## config.mk

```make
export PLATFORM = sky130hd
export DESIGN_NAME = spw_rx_nchar_writer_flat
export DESIGN_NICKNAME = d
export VERILOG_FILES = /design/src/rtl/spw_rx_nchar_writer_if.sv /design/src/rtl/spw_rx_nchar_writer.sv /design/src/flat_wrapper.sv
export SDC_FILE = /design/constraint.sdc
export NUM_CORES = 1
export LEC_CHECK = 0
export CAP_MARGIN = 20
export CORE_ASPECT_RATIO = 0.6
export CORE_MARGIN = 4
export CORE_UTILIZATION = 57
export CTS_BUF_LIST = sky130_fd_sc_hd__clkbuf_8 sky130_fd_sc_hd__clkbuf_16
export CTS_CLUSTER_DIAMETER = 40
export CTS_CLUSTER_SIZE = 24
export DETAILED_ROUTE_END_ITERATION = 8
export PLACE_DENSITY = 0.88
export RECOVER_POWER = 100
export SLEW_MARGIN = 5
export SYNTH_ARGS = -nofsm -noshare
export SYNTH_HDL_FRONTEND = slang
export SYNTH_SLANG_ARGS = --single-unit
```

## constraint.sdc

```tcl
create_clock -name clock -period 3.2 [get_ports clock]
set_input_delay 0.48 -clock clock [delete_from_list [all_inputs] [get_ports clock]]
set_output_delay 0.48 -clock clock [all_outputs]
set_load 0.05 [all_outputs]
```

## src/rtl/spw_rx_nchar_writer_if.sv

```systemverilog
// Receiver-to-FIFO bundle for the SpaceWire RX N-char writer.
// The slave side is the writer; the master side is the receiver/FIFO environment.
interface spw_rx_nchar_writer_if #(
   parameter int DWIDTH = 9
);
   logic              rx_valid;
   logic [DWIDTH-1:0] rx_nchar;
   logic              fct_sent;
   logic              fifo_full;
   logic              fifo_wr_en;
   logic [DWIDTH-1:0] fifo_data;

   modport master (
      output rx_valid,
      output rx_nchar,
      output fct_sent,
      output fifo_full,
      input  fifo_wr_en,
      input  fifo_data
   );

   modport slave (
      input  rx_valid,
      input  rx_nchar,
      input  fct_sent,
      input  fifo_full,
      output fifo_wr_en,
      output fifo_data
   );
endinterface

```

## src/rtl/spw_rx_nchar_writer.sv

```systemverilog
// SpaceWire RX N-char writer: credit accounting, 2-entry holding queue and a
// strobe/gap/gap write sequencer feeding the receive FIFO.
module spw_rx_nchar_writer #(
   parameter int DWIDTH      = 9,
   parameter int CWIDTH      = 6,
   parameter int CREDIT_STEP = 8,
   parameter int CREDIT_MAX  = 56
) (
   input  logic                clock,
   input  logic                reset,
   input  logic                link_run,
   spw_rx_nchar_writer_if.slave bus,
   output logic [CWIDTH-1:0]   credit,
   output logic                credit_error,
   output logic                queue_overflow,
   output logic [1:0]          queue_level
);

   localparam int CW = CWIDTH + 1;
   localparam logic [CWIDTH:0] STEP_W = CW'(CREDIT_STEP);
   localparam logic [CWIDTH:0] MAX_W  = CW'(CREDIT_MAX);
   localparam logic [CWIDTH:0] ONE_W  = CW'(1);

   typedef enum logic [1:0] {IDLE, STROBE, GAP1, GAP2} state_t;

   state_t              state_q, state_d;
   logic [DWIDTH-1:0]   q0_q, q0_d;
   logic [DWIDTH-1:0]   q1_q, q1_d;
   logic [1:0]          level_q, level_d;
   logic [CWIDTH-1:0]   credit_q, credit_d;
   logic                cerr_q, cerr_d;
   logic                ovf_q, ovf_d;
   logic                wr_en_q, wr_en_d;
   logic [DWIDTH-1:0]   data_q, data_d;

   logic                accept;
   logic                pop;
   logic                push;
   logic [1:0]          level_after_pop;
   logic [CWIDTH:0]     credit_sum;

   always_ff @(posedge clock or negedge reset) begin
      if (!reset) begin
         state_q  <= IDLE;
         q0_q     <= '0;
         q1_q     <= '0;
         level_q  <= '0;
         credit_q <= '0;
         cerr_q   <= 1'b0;
         ovf_q    <= 1'b0;
         wr_en_q  <= 1'b0;
         data_q   <= '0;
      end else begin
         state_q  <= state_d;
         q0_q     <= q0_d;
         q1_q     <= q1_d;
         level_q  <= level_d;
         credit_q <= credit_d;
         cerr_q   <= cerr_d;
         ovf_q    <= ovf_d;
         wr_en_q  <= wr_en_d;
         data_q   <= data_d;
      end
   end

   // The head leaves the queue on the GAP1 cycle, so a strobe always carries a stable head.
   always_comb begin
      state_d         = state_q;
      q0_d            = q0_q;
      q1_d            = q1_q;
      level_d         = level_q;
      credit_d        = credit_q;
      cerr_d          = cerr_q;
      ovf_d           = ovf_q;
      wr_en_d         = 1'b0;
      data_d          = data_q;
      accept          = 1'b0;
      pop             = 1'b0;
      push            = 1'b0;
      level_after_pop = level_q;
      credit_sum      = {1'b0, credit_q};

      case (state_q)
         IDLE:    if (level_q != 2'd0 && !bus.fifo_full) state_d = STROBE;
         STROBE:  state_d = GAP1;
         GAP1:    state_d = GAP2;
         GAP2:    state_d = (level_q != 2'd0 && !bus.fifo_full) ? STROBE : IDLE;
         default: state_d = IDLE;
      endcase

      pop             = (state_q == GAP1);
      level_after_pop = level_q - (pop ? 2'd1 : 2'd0);
      if (pop) q0_d = q1_q;

      // A char that finds no credit is dropped outright; one that finds the queue full still spent credit.
      accept = bus.rx_valid && (credit_q != '0);
      if (bus.rx_valid && credit_q == '0) cerr_d = 1'b1;
      if (accept) begin
         if (level_after_pop < 2'd2) push = 1'b1;
         else                        ovf_d = 1'b1;
      end
      if (push) begin
         if (level_after_pop == 2'd0) q0_d = bus.rx_nchar;
         else                         q1_d = bus.rx_nchar;
      end
      level_d = level_after_pop + (push ? 2'd1 : 2'd0);

      if (bus.fct_sent) credit_sum = credit_sum + STEP_W;
      if (accept)       credit_sum = credit_sum - ONE_W;
      if (credit_sum > MAX_W) credit_sum = MAX_W;
      credit_d = credit_sum[CWIDTH-1:0];

      if (state_d == STROBE) begin
         wr_en_d = 1'b1;
         data_d  = q0_q;
      end

      if (!link_run) begin
         state_d  = IDLE;
         level_d  = 2'd0;
         credit_d = '0;
         cerr_d   = 1'b0;
         ovf_d    = 1'b0;
         wr_en_d  = 1'b0;
         data_d   = data_q;
      end
   end

   assign bus.fifo_wr_en = wr_en_q;
   assign bus.fifo_data  = data_q;
   assign credit         = credit_q;
   assign credit_error   = cerr_q;
   assign queue_overflow = ovf_q;
   assign queue_level    = level_q;

endmodule

```

## src/flat_wrapper.sv

```systemverilog
// flat-port wrapper written by rule: the top's interface ports become plain ports
module spw_rx_nchar_writer_flat 
#(
   parameter int DWIDTH      = 9,
   parameter int CWIDTH      = 6,
   parameter int CREDIT_STEP = 8,
   parameter int CREDIT_MAX  = 56
)
  (clock, reset, link_run, credit, credit_error, queue_overflow, queue_level, bus_rx_valid, bus_rx_nchar, bus_fct_sent, bus_fifo_full, bus_fifo_wr_en, bus_fifo_data);
  spw_rx_nchar_writer_if #(.DWIDTH(DWIDTH)) bus_i ();
  input  logic clock;
  input  logic reset;
  input  logic link_run;
  output logic [CWIDTH-1:0] credit;
  output logic credit_error;
  output logic queue_overflow;
  output logic [1:0] queue_level;
  input wire logic [$bits(bus_i.rx_valid)-1:0] bus_rx_valid;
  input wire logic [$bits(bus_i.rx_nchar)-1:0] bus_rx_nchar;
  input wire logic [$bits(bus_i.fct_sent)-1:0] bus_fct_sent;
  input wire logic [$bits(bus_i.fifo_full)-1:0] bus_fifo_full;
  output wire logic [$bits(bus_i.fifo_wr_en)-1:0] bus_fifo_wr_en;
  output wire logic [$bits(bus_i.fifo_data)-1:0] bus_fifo_data;
  assign bus_i.rx_valid = bus_rx_valid;
  assign bus_i.rx_nchar = bus_rx_nchar;
  assign bus_i.fct_sent = bus_fct_sent;
  assign bus_i.fifo_full = bus_fifo_full;
  assign bus_fifo_wr_en = bus_i.fifo_wr_en;
  assign bus_fifo_data = bus_i.fifo_data;
  spw_rx_nchar_writer #(.DWIDTH(DWIDTH), .CWIDTH(CWIDTH), .CREDIT_STEP(CREDIT_STEP), .CREDIT_MAX(CREDIT_MAX)) u_core (.clock(clock), .reset(reset), .link_run(link_run), .bus(bus_i), .credit(credit), .credit_error(credit_error), .queue_overflow(queue_overflow), .queue_level(queue_level));
endmodule
```

# --- After elaboration in Yosys (flattened, before gate mapping) ---
# Index checks and enable logic that the tools add are counted.
word_totals:
  regBits: 40
  in_bits: 15
  wordCells: 58
classes:
  n_addsub: 4
  magnitude_cmp: 2
  n_eq_ne: 7
  n_mux: 23
  bitwise_logic: 1
  n_reduce_logical: 12
ops:
  columns: ["cell", "n"]
  rows:
  - ["two-way mux 9 bit", 3]
  - ["two-way mux 7 bit", 2]
  - ["two-way mux 1 bit", 12]
  - ["two-way mux 6 bit", 2]
  - ["one-hot mux 2 bit (4 select lines)", 1]
  - ["adder 6 x 4 -> 7 bit, second input constant", 1]
  - ["greater-than comparator 7 x 6 -> 1 bit, second input constant", 1]
  - ["subtractor 7 x 1 -> 7 bit, second input constant", 1]
  - ["logical NOT 6 bit", 1]
  - ["two-way mux 2 bit", 3]
  - ["AND reduction 2 bit", 3]
  - ["nonzero test 6 bit", 1]
  - ["== test 2 x 1 -> 1 bit, second input constant", 2]
  - ["== test 2 bit, second input constant", 2]
  - ["logical NOT 2 bit", 2]
  - ["!= test 2 x 1 -> 1 bit, second input constant", 2]
  - ["logical AND 1 bit", 3]
  - ["adder 2 bit", 1]
  - ["less-than comparator 2 bit, second input constant", 1]
  - ["!= test 2 bit, second input constant", 1]
  - ["nonzero test 2 bit", 1]
  - ["subtractor 2 bit", 1]
  - ["logical NOT 1 bit", 1]
  - ["NOT 1 bit", 1]

# --- Longest topological paths before layout ---
logic_depth:
  word_depth: 9
  depth_mapped: 10

# --- Worst setup path after synthesis ---
# No wires, ideal clock.
synth_path:
  path_kind: "register to register"
  from: "register u_core.credit_q[4], in the netlist u_core.credit[4]"
  to: "register u_core.credit_q[1], in the netlist u_core.credit[1]"
  arrival_time_ps: 2303
  slack_ps: 775
  path_stages_with_launch: 7
  path_buffers: 0
  synth_period_minus_slack_ps: 2425
  path_cell_list: "dfrtp_1 -> ha_1 -> nand2b_1 -> a311oi_1 -> mux2_2 -> a221oi_2 -> and4bb_2"
synth_between:
  elab_chain_len: 7
  elab_cells_between_ends: 9
synth_rtl:
  columns: ["item", "line_no", "text"]
  rows:
  - ["start, declared", "spw_rx_nchar_writer.sv:30", "logic [CWIDTH-1:0] credit_q, credit_d;"]
  - ["start signal, assigned", "spw_rx_nchar_writer.sv:58", "credit_q <= credit_d;"]
  - ["adder 6 x 4 -> 7 bit", "spw_rx_nchar_writer.sv:108", "if (bus.fct_sent) credit_sum = credit_sum + STEP_W;"]
  - ["two-way mux 7 bit", "spw_rx_nchar_writer.sv:108", null]
  - ["subtractor 7 x 1 -> 7 bit", "spw_rx_nchar_writer.sv:109", "if (accept) credit_sum = credit_sum - ONE_W;"]
  - ["two-way mux 7 bit (*)", "spw_rx_nchar_writer.sv:109", null]
  - ["greater-than comparator 7 x 6 -> 1 bit", "spw_rx_nchar_writer.sv:110", "if (credit_sum > MAX_W) credit_sum = MAX_W;"]
  - ["two-way mux 6 bit (*)", "spw_rx_nchar_writer.sv:110", null]
  - ["two-way mux 6 bit (*)", "spw_rx_nchar_writer.sv:118", "if (!link_run) begin"]
  - ["via u_core.credit_d[1]", "spw_rx_nchar_writer.sv:30", null]
# Mark *: on every way through the listed nets, which the timed path passes. The rest lies on a longest branch.
# A chain may end at the register's enable or synchronous reset.

# --- Final worst setup path ---
layout_path:
  from: "input port bus_fct_sent"
  to: "register u_core.credit_q[1], in the netlist u_core.credit[1]"
layout_between:
  elab_chain_len: 6
layout_rtl:
  columns: ["item", "line_no", "text"]
  rows:
  - ["start, declared", "flat_wrapper.sv:20", "input wire logic [$bits(bus_i.fct_sent)-1:0] bus_fct_sent;"]
  - ["two-way mux 7 bit (*)", "spw_rx_nchar_writer.sv:108", null]
  - ["subtractor 7 x 1 -> 7 bit", "spw_rx_nchar_writer.sv:109", null]
  - ["two-way mux 7 bit (*)", "spw_rx_nchar_writer.sv:109", null]
  - ["greater-than comparator 7 x 6 -> 1 bit", "spw_rx_nchar_writer.sv:110", null]
  - ["two-way mux 6 bit (*)", "spw_rx_nchar_writer.sv:110", null]
  - ["two-way mux 6 bit (*)", "spw_rx_nchar_writer.sv:118", null]
  - ["via u_core.credit_d[1]", "spw_rx_nchar_writer.sv:30", null]
# Marked as above.

==> impl_metrics.sql <==
INSERT INTO impl_metrics (metric_group, metric, value, unit) VALUES
('clock_tree', 'tritoncts', 'done', ''),
('floorplanning', 'dieArea', '4700', 'um^2'),
('floorplanning', 'io_pins', '35', ''),
('clock_tree', 'ctsResizeCount', '0', ''),
('worst_setup_path', 'critical-path-top-delay-family', 'buffers and inverters', ''),
('grt', 'grtUsageTotal', '20.8', '%'),
('layout', 'diodes', '0', ''),
('synth', 'netlist-cell-type-count', '38', ''),
('power', 'power.share.sequential', '32.8', '%'),
('place', 'place_congestion', '0.897', ''),
('worst_setup_path', 'cpPeakStageDelay', '0.79', 'ns'),
('place', 'dpl.hpwl', '3.24', 'mm'),
('worst_setup_path', 'crit_type', 'primary input to flip-flop', ''),
('clock_tree', 'maximum_count_of_clock_buffers_along_a_single_path', '2', ''),
('job', 'maxCapViolCount', '1', ''),
('floorplanning', 'std_cell_rows', '16', ''),
('worst_setup_path', 'critPathMaxFanout', '12', ''),
('power', 'power_report.internal_total', '1550', 'uW'),
('outcome', 'status', 'finished with violations', ''),
('synth', 'synth.net_count', '207', ''),
('synth', 'portion_of_netlist_area_occupied_by_mux_cells', '15.6', '%'),
('synth', 'post_synth.cell_area_avg', '11.3', 'um^2'),
('synth', 'ys_seq_elements', '40', ''),
('clock_tree', 'cts_root_buf', 'clkbuf_8', ''),
('sta', 'worst_slew_pin_slew', '2.06', 'ns'),
('worst_setup_path', 'path_cells', 'dlygate4sd3_1, nor3_1, a311oi_1, mux2_2, a221oi_1, and4bb_2', ''),
('synth', 'synthesis.instances', '184', ''),
('synth', 'synth_warnings', '0', ''),
('sta', 'final.min_clock_period', '2.62', 'ns'),
('grt', 'grt_most_used_layer', 'met2', ''),
('sta', 'final-hold-violation-count', '0', ''),
('clock_tree', 'clock_latency', '0.29', 'ns'),
('place', 'dpl.cell_count', '254', ''),
('synth', 'synth-compound-area-share', '8.32', '%'),
('synth', 'synth_sequential_area_ratio', '48.2', '%'),
('place', 'port_buffers', '34', ''),
('sta', 'hold_slack', '0.504', 'ns'),
('synth', 'post_synth_most_frequent_cells', 'dfrtp_1 (40), mux2_2 (19), nor2_1 (15)', ''),
('worst_setup_path', 'crit_required', '3.38', 'ns'),
('synth', 'synth-adder-area-share', '4.82', '%'),
('hold_path', 'timing.hold.worst.class', 'flip-flop to flip-flop', ''),
('floorplanning', 'floorplan_core_area', '3380', 'um^2'),
('synth', 'yosysTopAreaCellShare', '48.2', '%'),
('clock_tree', 'postCtsHoldBufs', '0', ''),
('sta', 'finalMaxSlewViolations', '41', ''),
('power', 'switching_share', '46.0', '%'),
('grt', 'first_global_vias', '1579', ''),
('outcome', 'violations_in_the_final_reports', 'capacitance limit, slew limit', ''),
('layout', 'areaGrowthSynthToFinish', '20.2', '%'),
('clock_tree', 'cts_sinks', '40', ''),
('clock_tree', 'htreeDepth', '2', ''),
('grt', 'grt_first_pass_wirelength', '7.29', 'mm'),
('detailed_routing', 'first_iter_violations', '72', ''),
('worst_setup_path', 'cp.buffers_inverters', '1', ''),
('detailed_routing', 'num_vias', '1470', ''),
('synth', 'synth-edff-count', '0', ''),
('synth', 'mapped_cell_area', '2080', 'um^2'),
('power', 'comb_power_share', '55.3', '%'),
('synth', 'synth_async_sr_flop_share', '100', '%'),
('synth', 'synthTopCellsByArea', 'dfrtp_1 (48%), mux2_2 (10%), mux2i_1 (5.3%)', ''),
('worst_setup_path', 'crit_path_max_delay_cell_type', 'dlygate4sd3_1', ''),
('grt', 'use_met1', '25.7', '%'),
('floorplanning', 'chipHeight', '54.7', 'um'),
('power', 'clock_power_share', '11.8', '%'),
('floorplanning', 'initial_util', '61.4', '%'),
('detailed_routing', 'drc_violation_count_after_routing', '0', ''),
('grt', 'globalRouteOverflowTotal', '0', ''),
('grt', 'grt.met2_usage', '35.2', '%'),
('synth', 'yosys.area_share.simple', '13.4', '%'),
('grt', 'number_of_antenna_violations_at_the_first_check_in_global_routing', '0', ''),
('grt', 'grt_max_degree', '41', '');
[area by class of cell]
type,instances,area (um^2)
clock buffers,6,82.6
clock inverters,2,7.51
flip-flops and latches,40,1000
multi-input cells,125,972
inverters,9,33.8
fillers,231,888
repair buffers,35,342
well taps,45,56.3
[per-stage QoR]
step / total power (uW) / area (um^2) / setup WS [ns] / utilization (%)
2_1_floorplan: 2150 / 2080 / 0.775 / -
3_3_place_gp: 2480 / 2410 / 0.624 / 71.4
3_5_place_dp: 2580 / 2410 / 0.462 / 71.4
4_1_cts: 2930 / 2500 / 0.716 / 74.0
5_1_grt: 3040 / 2490 / 0.470 / 73.7
6_report: 2860 / 2490 / 0.578 / 73.7
[cells by family (layout without fill, tap and decap cells)]
kind of cell	count (synthesis)	in the layout
mux	30	30
simple gates	49	49
fa+ha+maj	8	8
buf+inv	19	52
flops	40	40
compound gates	26	26
xor+xnor	12	12
[sequential cells by signal, summed over array words and instances, names as in the netlist]
register	flops
u_core.q1_q	9
u_core.state_q	2
u_core.q0_q	9
u_core.credit_error	1
u_core.queue_level	2
u_core.bus.fifo_wr_en	1
u_core.queue_overflow	1
u_core.credit	6
u_core.bus.fifo_data	9
[power groups by stage]
| stage | Combinational [uW] | Sequential, uW | Clock, uW |
|---|---|---|---|
| 6_report | 1590 | 940 | 339 |
| 5_1_grt | 1710 | 965 | 369 |
| 4_1_cts | 1640 | 940 | 346 |
| 3_5_place_dp | 1630 | 951 | 0 |
| 3_3_place_gp | 1560 | 920 | 0 |
| 2_1_floorplan | 900 | 1260 | 0 |
[worst paths after layout]
path / start / to / slack (ns) / cells past startpoint
max: bus_fct_sent / u_core.credit[1]$_DFF_PN0_ / 0.58 / 6
min: u_core.bus.fifo_data[8]$_DFFE_PN0P_ / u_core.bus.fifo_data[8]$_DFFE_PN0P_ / 0.50 / 1
max reg2reg: u_core.credit[0]$_DFF_PN0_ / u_core.q1_q[1]$_DFFE_PN0P_ / 0.58 / 7
min reg2reg: u_core.bus.fifo_data[8]$_DFFE_PN0P_ / u_core.bus.fifo_data[8]$_DFFE_PN0P_ / 0.50 / 1
max in group asynchronous: reset / u_core.q1_q[5]$_DFFE_PN0P_ / 1.25 / 1
min in group asynchronous: reset / u_core.q0_q[8]$_DFF_PN0_ / 0.77 / 1
[worst reg2reg max path, delay by kind of cell (launching register included)]
family | cells | cell delay [ns]
AO/OA/AOI/OAI | 1 | 0.30
adder cells (fa/ha/maj) | 1 | 0.15
buffers and inverters | 1 | 0.11
flip-flops | 1 | 0.45
multiplexers | 1 | 0.40
AND/OR/NAND/NOR | 3 | 1.09
[metal layers]
layer,wire [um],vias to the layer above
met4,74,0
met5,0,-
met2,2130,39
li1,-,704
met3,182,11
met1,2060,716
[cells in the final DEF, fill, tap and decap left out, types with 2 or more instances in the layout]
master	instances
a21oi_1	12
nand4_1	3
nor2_1	15
clkdlybuf4s50_1	11
and4bb_2	2
a31oi_1	2
clkbuf_8	6
a21boi_0	3
ha_1	8
nor2b_1	4
nor3_1	5
mux2i_1	11
xnor2_1	9
xor2_1	3
dlygate4sd3_1	22
o22ai_1	2
and2_1	3
mux2_2	18
o21a_1	2
dfrtp_1	40
o21ai_0	2
inv_1	11
nand2_1	6
Note: power is estimated with default switching activity, not from simulation.
